--- src/rtl/bolt_pkg.sv ---
// Shared types and helpers for the player-bolt fire scheduler.
// Holds the FSM state encoding, the coordinate type and the muzzle-position arithmetic.
package bolt_pkg;

    localparam int unsigned COORD_W  = 11;
    localparam int unsigned SUM_W    = COORD_W + 1;
    localparam int unsigned SCREEN_W = 640;
    localparam int unsigned SCREEN_H = 480;

    typedef logic [COORD_W-1:0] coord_t;

    typedef enum logic [1:0] {
        ST_IDLE    = 2'd0,
        ST_PENDING = 2'd1,
        ST_LAUNCH  = 2'd2
    } fire_state_t;

    // Muzzle X: add the offset one bit wider, then clamp to the right edge.
    function automatic coord_t muzzle_x(input coord_t px, input int unsigned off,
                                        input int unsigned xmax);
        logic [SUM_W-1:0] sum;
        sum = {1'b0, px} + SUM_W'(off);
        return (sum > SUM_W'(xmax)) ? COORD_W'(xmax) : sum[COORD_W-1:0];
    endfunction

    // Muzzle Y: subtract the offset, floored at the top of the screen.
    function automatic coord_t muzzle_y(input coord_t py, input int unsigned off);
        return (py >= COORD_W'(off)) ? (py - COORD_W'(off)) : '0;
    endfunction

endpackage

--- src/rtl/bolt_slot_alloc.sv ---
// Combinational lowest-free-index priority encoder over the bolt slots.
// anyFree is low when every slot is flying; freeIdx is then 0.
module bolt_slot_alloc
    import bolt_pkg::*;
#(
    parameter int unsigned NUM_BOLTS = 4,
    parameter int unsigned IDX_W     = 2
)(
    input  logic [NUM_BOLTS-1:0] boltActive,
    output logic [IDX_W-1:0]     freeIdx,
    output logic                 anyFree
);

    // Scan from the top so the lowest free slot is the last (winning) assignment.
    always_comb begin
        freeIdx = '0;
        anyFree = 1'b0;
        for (int i = NUM_BOLTS - 1; i >= 0; i--) begin
            if (!boltActive[i]) begin
                freeIdx = IDX_W'(i);
                anyFree = 1'b1;
            end
        end
    end

endmodule

--- src/rtl/bolt_fire_scheduler.sv ---
// Turns fire-key presses into rate-limited bolt launches and tracks which slots are flying.
// A grant on startOfFrame produces the launch pulse and muzzle coordinates on the following cycle.
module bolt_fire_scheduler
    import bolt_pkg::*;
#(
    parameter int unsigned NUM_BOLTS       = 4,
    parameter int unsigned COOLDOWN_FRAMES = 8,
    parameter int unsigned GUN_OFFSET_X    = 14,
    parameter int unsigned GUN_OFFSET_Y    = 4,
    parameter int unsigned TOP_LIMIT_Y     = 8,
    parameter int unsigned X_MAX           = SCREEN_W - 1
)(
    input  logic                         clk,
    input  logic                         resetN,
    input  logic                         startOfFrame,
    input  logic                         gameActive,
    input  logic                         fireKey,
    input  coord_t                       playerX,
    input  coord_t                       playerY,
    input  logic [NUM_BOLTS*COORD_W-1:0] boltY,
    input  logic [NUM_BOLTS-1:0]         boltHit,
    output logic [NUM_BOLTS-1:0]         boltActive,
    output logic [NUM_BOLTS-1:0]         launch,
    output coord_t                       launchX,
    output coord_t                       launchY,
    output logic                         cooldownBusy,
    output logic [15:0]                  shotsFired
);

    localparam int unsigned IDX_W = (NUM_BOLTS > 1) ? $clog2(NUM_BOLTS) : 1;
    localparam int unsigned CD_W  = (COOLDOWN_FRAMES > 0) ? $clog2(COOLDOWN_FRAMES + 1) : 1;

    fire_state_t           r_state;
    logic                  r_keyPrev;
    logic [IDX_W-1:0]      r_idx;
    logic [CD_W-1:0]       r_cooldown;

    logic [IDX_W-1:0]      w_freeIdx;
    logic                  w_anyFree;
    logic                  w_rise;
    logic                  w_grant;
    logic [NUM_BOLTS-1:0]  w_atTop;
    logic [NUM_BOLTS-1:0]  w_grantOh;
    logic [NUM_BOLTS-1:0]  w_protect;
    logic [NUM_BOLTS-1:0]  w_retire;

    bolt_slot_alloc #(
        .NUM_BOLTS (NUM_BOLTS),
        .IDX_W     (IDX_W)
    ) u_alloc (
        .boltActive (boltActive),
        .freeIdx    (w_freeIdx),
        .anyFree    (w_anyFree)
    );

    always_comb begin
        w_atTop = '0;
        for (int i = 0; i < NUM_BOLTS; i++) begin
            w_atTop[i] = (boltY[i*COORD_W +: COORD_W] <= COORD_W'(TOP_LIMIT_Y));
        end
    end

    // The slot being launched this cycle cannot be retired by a same-cycle hit or limit.
    assign w_rise    = fireKey && !r_keyPrev;
    assign w_grantOh = NUM_BOLTS'(1) << w_freeIdx;
    assign w_protect = (r_state == ST_LAUNCH) ? (NUM_BOLTS'(1) << r_idx) : '0;
    assign w_retire  = (boltHit | (startOfFrame ? w_atTop : '0)) & ~w_protect;
    assign w_grant   = (r_state == ST_PENDING) && startOfFrame && w_anyFree && (r_cooldown == '0);

    always_ff @(posedge clk or negedge resetN) begin
        if (!resetN) begin
            r_state      <= ST_IDLE;
            r_keyPrev    <= 1'b0;
            r_idx        <= '0;
            r_cooldown   <= '0;
            boltActive   <= '0;
            launch       <= '0;
            launchX      <= '0;
            launchY      <= '0;
            cooldownBusy <= 1'b0;
            shotsFired   <= '0;
        end else begin
            r_keyPrev <= fireKey;
            if (!gameActive) begin
                r_state      <= ST_IDLE;
                r_cooldown   <= '0;
                boltActive   <= '0;
                launch       <= '0;
                cooldownBusy <= 1'b0;
            end else begin
                launch     <= w_grant ? w_grantOh : '0;
                boltActive <= (boltActive & ~w_retire) | (w_grant ? w_grantOh : '0);

                // Grant loads the cooldown; otherwise it counts frames down to zero.
                if (w_grant) begin
                    r_idx        <= w_freeIdx;
                    r_cooldown   <= CD_W'(COOLDOWN_FRAMES);
                    cooldownBusy <= (COOLDOWN_FRAMES != 0);
                    launchX      <= muzzle_x(playerX, GUN_OFFSET_X, X_MAX);
                    launchY      <= muzzle_y(playerY, GUN_OFFSET_Y);
                    shotsFired   <= shotsFired + 16'd1;
                end else if (startOfFrame && (r_cooldown != '0)) begin
                    r_cooldown   <= r_cooldown - CD_W'(1);
                    cooldownBusy <= (r_cooldown != CD_W'(1));
                end

                case (r_state)
                    ST_IDLE:    if (w_rise) r_state <= ST_PENDING;
                    ST_PENDING: if (startOfFrame) r_state <= w_grant ? ST_LAUNCH : ST_IDLE;
                    ST_LAUNCH:  r_state <= ST_IDLE;
                    default:    r_state <= ST_IDLE;
                endcase
            end
        end
    end

endmodule

--- config.mk ---
export PLATFORM = sky130hd
export DESIGN_NAME = bolt_fire_scheduler
export DESIGN_NICKNAME = d
export VERILOG_FILES = /design/src/rtl/bolt_pkg.sv /design/src/rtl/bolt_slot_alloc.sv /design/src/rtl/bolt_fire_scheduler.sv
export SDC_FILE = /design/constraint.sdc
export NUM_CORES = 1
export LEC_CHECK = 0
export ABC_AREA = 1
export BUFFER_PORTS_ARGS = -buffer_cell sky130_fd_sc_hd__buf_2
export CORE_ASPECT_RATIO = 0.75
export CORE_MARGIN = 10
export CORE_UTILIZATION = 50
export DETAILED_ROUTE_END_ITERATION = 6
export HOLD_SLACK_MARGIN = 0.08
export PLACE_DENSITY = 0.8
export SETUP_SLACK_MARGIN = 0.02
export SKIP_CTS_REPAIR_TIMING = 1
export SLEW_MARGIN = 20
export SYNTH_ARGS = -nofsm -noshare
export SYNTH_HDL_FRONTEND = slang
export SYNTH_HIERARCHICAL = 1
export SYNTH_SLANG_ARGS = --single-unit
--- constraint.sdc ---
create_clock -name clk -period 3.8 [get_ports clk]
set_input_delay 1.14 -clock clk [delete_from_list [all_inputs] [get_ports clk]]
set_output_delay 1.14 -clock clk [all_outputs]
set_load 0.005 [all_outputs]
==> results.py <==
metrics = {
    "run_status": {
        "outcome": "finished, final reports clean",
    },
    "floorplanning": {
        "start_util_pct": 51.6,
        "die_x_um": 113,
        "fp.dieArea_um2": 10200,
        "coreArea_um2": 6320,
        "rows": 25,
        "ioPinCount": 122,
        "die_h_um": 89.9,
    },
    "final_layout": {
        "mostFrequentLayoutCells": "buf_2, nand2_1, inv_1",
        "num_antenna_cells": 0,
        "fillCellCount": 557,
        "final_cell_area_um2": 4030,
        "drive_gt1_share_pct": 25.7,
        "area_delta_synth_final_pct": 23.5,
        "final_nets": 642,
        "mostFrequentLayoutCell": "buf_2",
    },
    "yosys": {
        "synth.largest_area_cell": "dfrtp_1",
        "yosys_warnings": 6,
        "synthTopCellsByArea": "dfrtp_1, nand2_1, inv_1",
        "synth_cell_types": 31,
        "synth.top_cell.area_share_pct": 43.0,
        "synth-seq-cells": 56,
        "syn_nets": 520,
        "ys.flop_type": "dfrtp_1",
        "ys_async_sr_fraction_pct": 100,
        "mappedNetlistArea_um2": 3260,
        "synth-edff-count": 0,
        "synthCells": 438,
        "avgSynthCellArea_um2": 7.44,
        "ys_seq_area_share_pct": 43.0,
    },
    "power_and_ir_drop": {
        "switchingPower_w": 0.000576,
        "p_sw_share_pct": 32.5,
        "power.density_nw_per_um2": 440,
        "p_leak_nw": 2.33,
        "internal_power_w": 0.00120,
        "ir_worst_vdd_v": 0.000264,
        "combPwrFrac_pct": 30.7,
        "clockPowerShare_pct": 21.4,
        "seq_power_share_pct": 47.9,
    },
    "route": {
        "vias_per_cell": 4.95,
        "drt_iter0_drc": 125,
        "drc_errors": 0,
        "num_vias": 3175,
        "drt_pass1_iterations": 5,
        "finalWirelength_mm": 8.45,
        "wire_per_inst_um": 13.2,
        "ant_nets": 0,
    },
    "critical_path": {
        "crit_top_cell": "nand2_1",
        "cp-end-kind": "flop",
        "worstSetupStartpointType": "input pin",
        "worstPathCellList": "buf_2 > nand2_1 > nor2_1 > nand3_2 > inv_1 > nand2_1 > o21ai_0",
        "cpMaxStageDelayCell": "inv_1",
        "worstPathRequired_ns": 4.01,
        "cpLargestDelayFamily": "simple AND/OR/NAND/NOR gates",
        "cp_max_fo": 20,
        "path_buf_inv": 2,
        "max_stage_delay_ns": 0.47,
        "path_class": "in -> reg",
        "worst_ep_arrival_time_ns": 2.66,
    },
    "clock_network": {
        "clk_path_buf_depth": 2,
        "path_clk_slew_ns": 0.09,
        "clkLatencyLatePin_ns": 0.31,
        "cts_buffers": 5,
        "cts_tree": "built",
        "cts_num_sinks": 56,
        "htree_levels": 2,
        "cts_root_buf": "clkbuf_8",
    },
    "run": {
        "maxCapViolCount": 0,
    },
    "placed_design": {
        "post_dp_cell_area_um2": 3920,
        "gp_congestion": 0.869,
        "detailed_place_hpwl_mm": 6.88,
        "io_buffers": 121,
    },
    "timing": {
        "hold_viol": 0,
        "worstMarginPinSlew_ns": 0.947,
        "skew_ns": 0.00787,
        "fin_crit_ns": 2.44,
        "timing.final.crit_share_pct": 64.3,
        "rsz0062_at_grt": "false",
        "final-setup-viol-count": 0,
        "setup_tns_ns": 0,
        "relSlewSlack_pct": 36.9,
        "max_freq_ghz": 0.409,
        "maxSlewViolCount": 0,
    },
    "global_route": {
        "grt_pass1_wl_mm": 13.9,
        "grt_max_degree": 45,
        "grt_pass1_vias": 3154,
        "antenna_found_initial": 0,
        "grt-ovfl-total": 0,
        "grt_util_all_layers_pct": 15.8,
    },
    "hold_path": {
        "hold_class": "reg -> reg",
    },
}
worst register-to-register path: stages, from the launching register on:
cell	delay [ns]
dfrtp_1	0.41
inv_1	0.15
ha_1	0.17
inv_1	0.04
nor3_2	0.18
nand3_2	0.10
inv_1	0.47
nand2_1	0.36
o21ai_0	0.27
per-stage QoR:
step	power [W]	cells	setup WS (ns)	util (%)	hold slack (ns)
floorplan	0.00114	438	1.56	-	0.460
global route	0.00191	642	1.08	63.7	0.528
CTS	0.00179	642	1.29	63.7	0.502
finish	0.00177	642	1.36	63.7	0.498
global placement	0.00138	634	1.10	62.0	0.447
detailed placement	0.00141	634	0.945	62.0	0.473
cell families (layout without fill, tap and decap cells):
kind of cell | count (synthesis) | after routing | synth area share (%)
AO/OA/AOI/OAI | 34 | 34 | 6.03
adder cells (fa/ha/maj) | 7 | 7 | 2.69
AND/OR/NAND/NOR | 246 | 246 | 33.4
buffers and inverters | 76 | 199 | 9.75
XOR/XNOR | 19 | 19 | 5.11
flip-flops | 56 | 56 | 43.0
path summary, 6_finish.rpt:
path / cells after the start / slack [ns] / start / end
hold / removal: 2 / 0.50 / launchX[10]$_DFFE_PN0P_ / launchX[10]$_DFFE_PN0P_
setup reg to reg: 8 / 1.58 / r_cooldown[0]$_DFFE_PN0P_ / launchY[3]$_DFFE_PN0P_
min in group asynchronous: 1 / 0.97 / resetN / launch[2]$_DFF_PN0_
max in group asynchronous: 2 / 2.10 / resetN / shotsFired[5]$_DFFE_PN0P_
hold reg to reg: 2 / 0.50 / launchX[10]$_DFFE_PN0P_ / launchX[10]$_DFFE_PN0P_
setup / recovery: 7 / 1.36 / startOfFrame / launchY[3]$_DFFE_PN0P_
cell type report:
class	count	area, um2	area share (%)
repair buffers	123	621	15.4
clock buffers	6	72.6	1.80
flip-flops and latches	56	1400	34.8
multi-input cells	306	1540	38.3
well taps	81	101	2.52
clock inverters	2	35.0	0.870
inverters	68	255	6.34
synth_stat cells, types with 4 or more instances:
cell type and number:
nand2_1 116, inv_1 68, dfrtp_1 56, nor2_1 50, nand3_1 34, o21ai_0 20
nor3_1 13, xor2_1 13, or2_2 8, ha_1 7, nand4_1 7, xnor2_1 6
a21oi_1 5, and2_1 5, buf_6 4, nand3b_1 4
state kept, by name (all words and copies together), names as in the netlist:
| register | flops |
|---|---|
| shotsFired | 16 |
| launchX | 11 |
| launchY | 11 |
| boltActive | 4 |
| launch | 4 |
| r_cooldown | 4 |
| r_idx | 2 |
| r_state | 2 |
| cooldownBusy | 1 |
| r_keyPrev | 1 |
power groups by stage:
| stage | Combinational (W) | Sequential (W) | Clock (W) |
|---|---|---|---|
| floorplan | 0.000294 | 0.000851 | 0 |
| global placement | 0.000529 | 0.000856 | 0 |
| detailed placement | 0.000557 | 0.000855 | 0 |
| CTS | 0.000559 | 0.000847 | 0.000389 |
| global route | 0.000631 | 0.000869 | 0.000414 |
| finish | 0.000545 | 0.000849 | 0.000380 |
metal layers:
layer	global-route usage, %	vias up	share of wire [%]
met3	5.64	10	8.0
met1	18.6	1447	43
met5	0	-	0
met2	27.2	102	48
li1	-	1616	-
met4	2.85	0	0.83
Note: power is estimated with default switching activity, not from simulation.
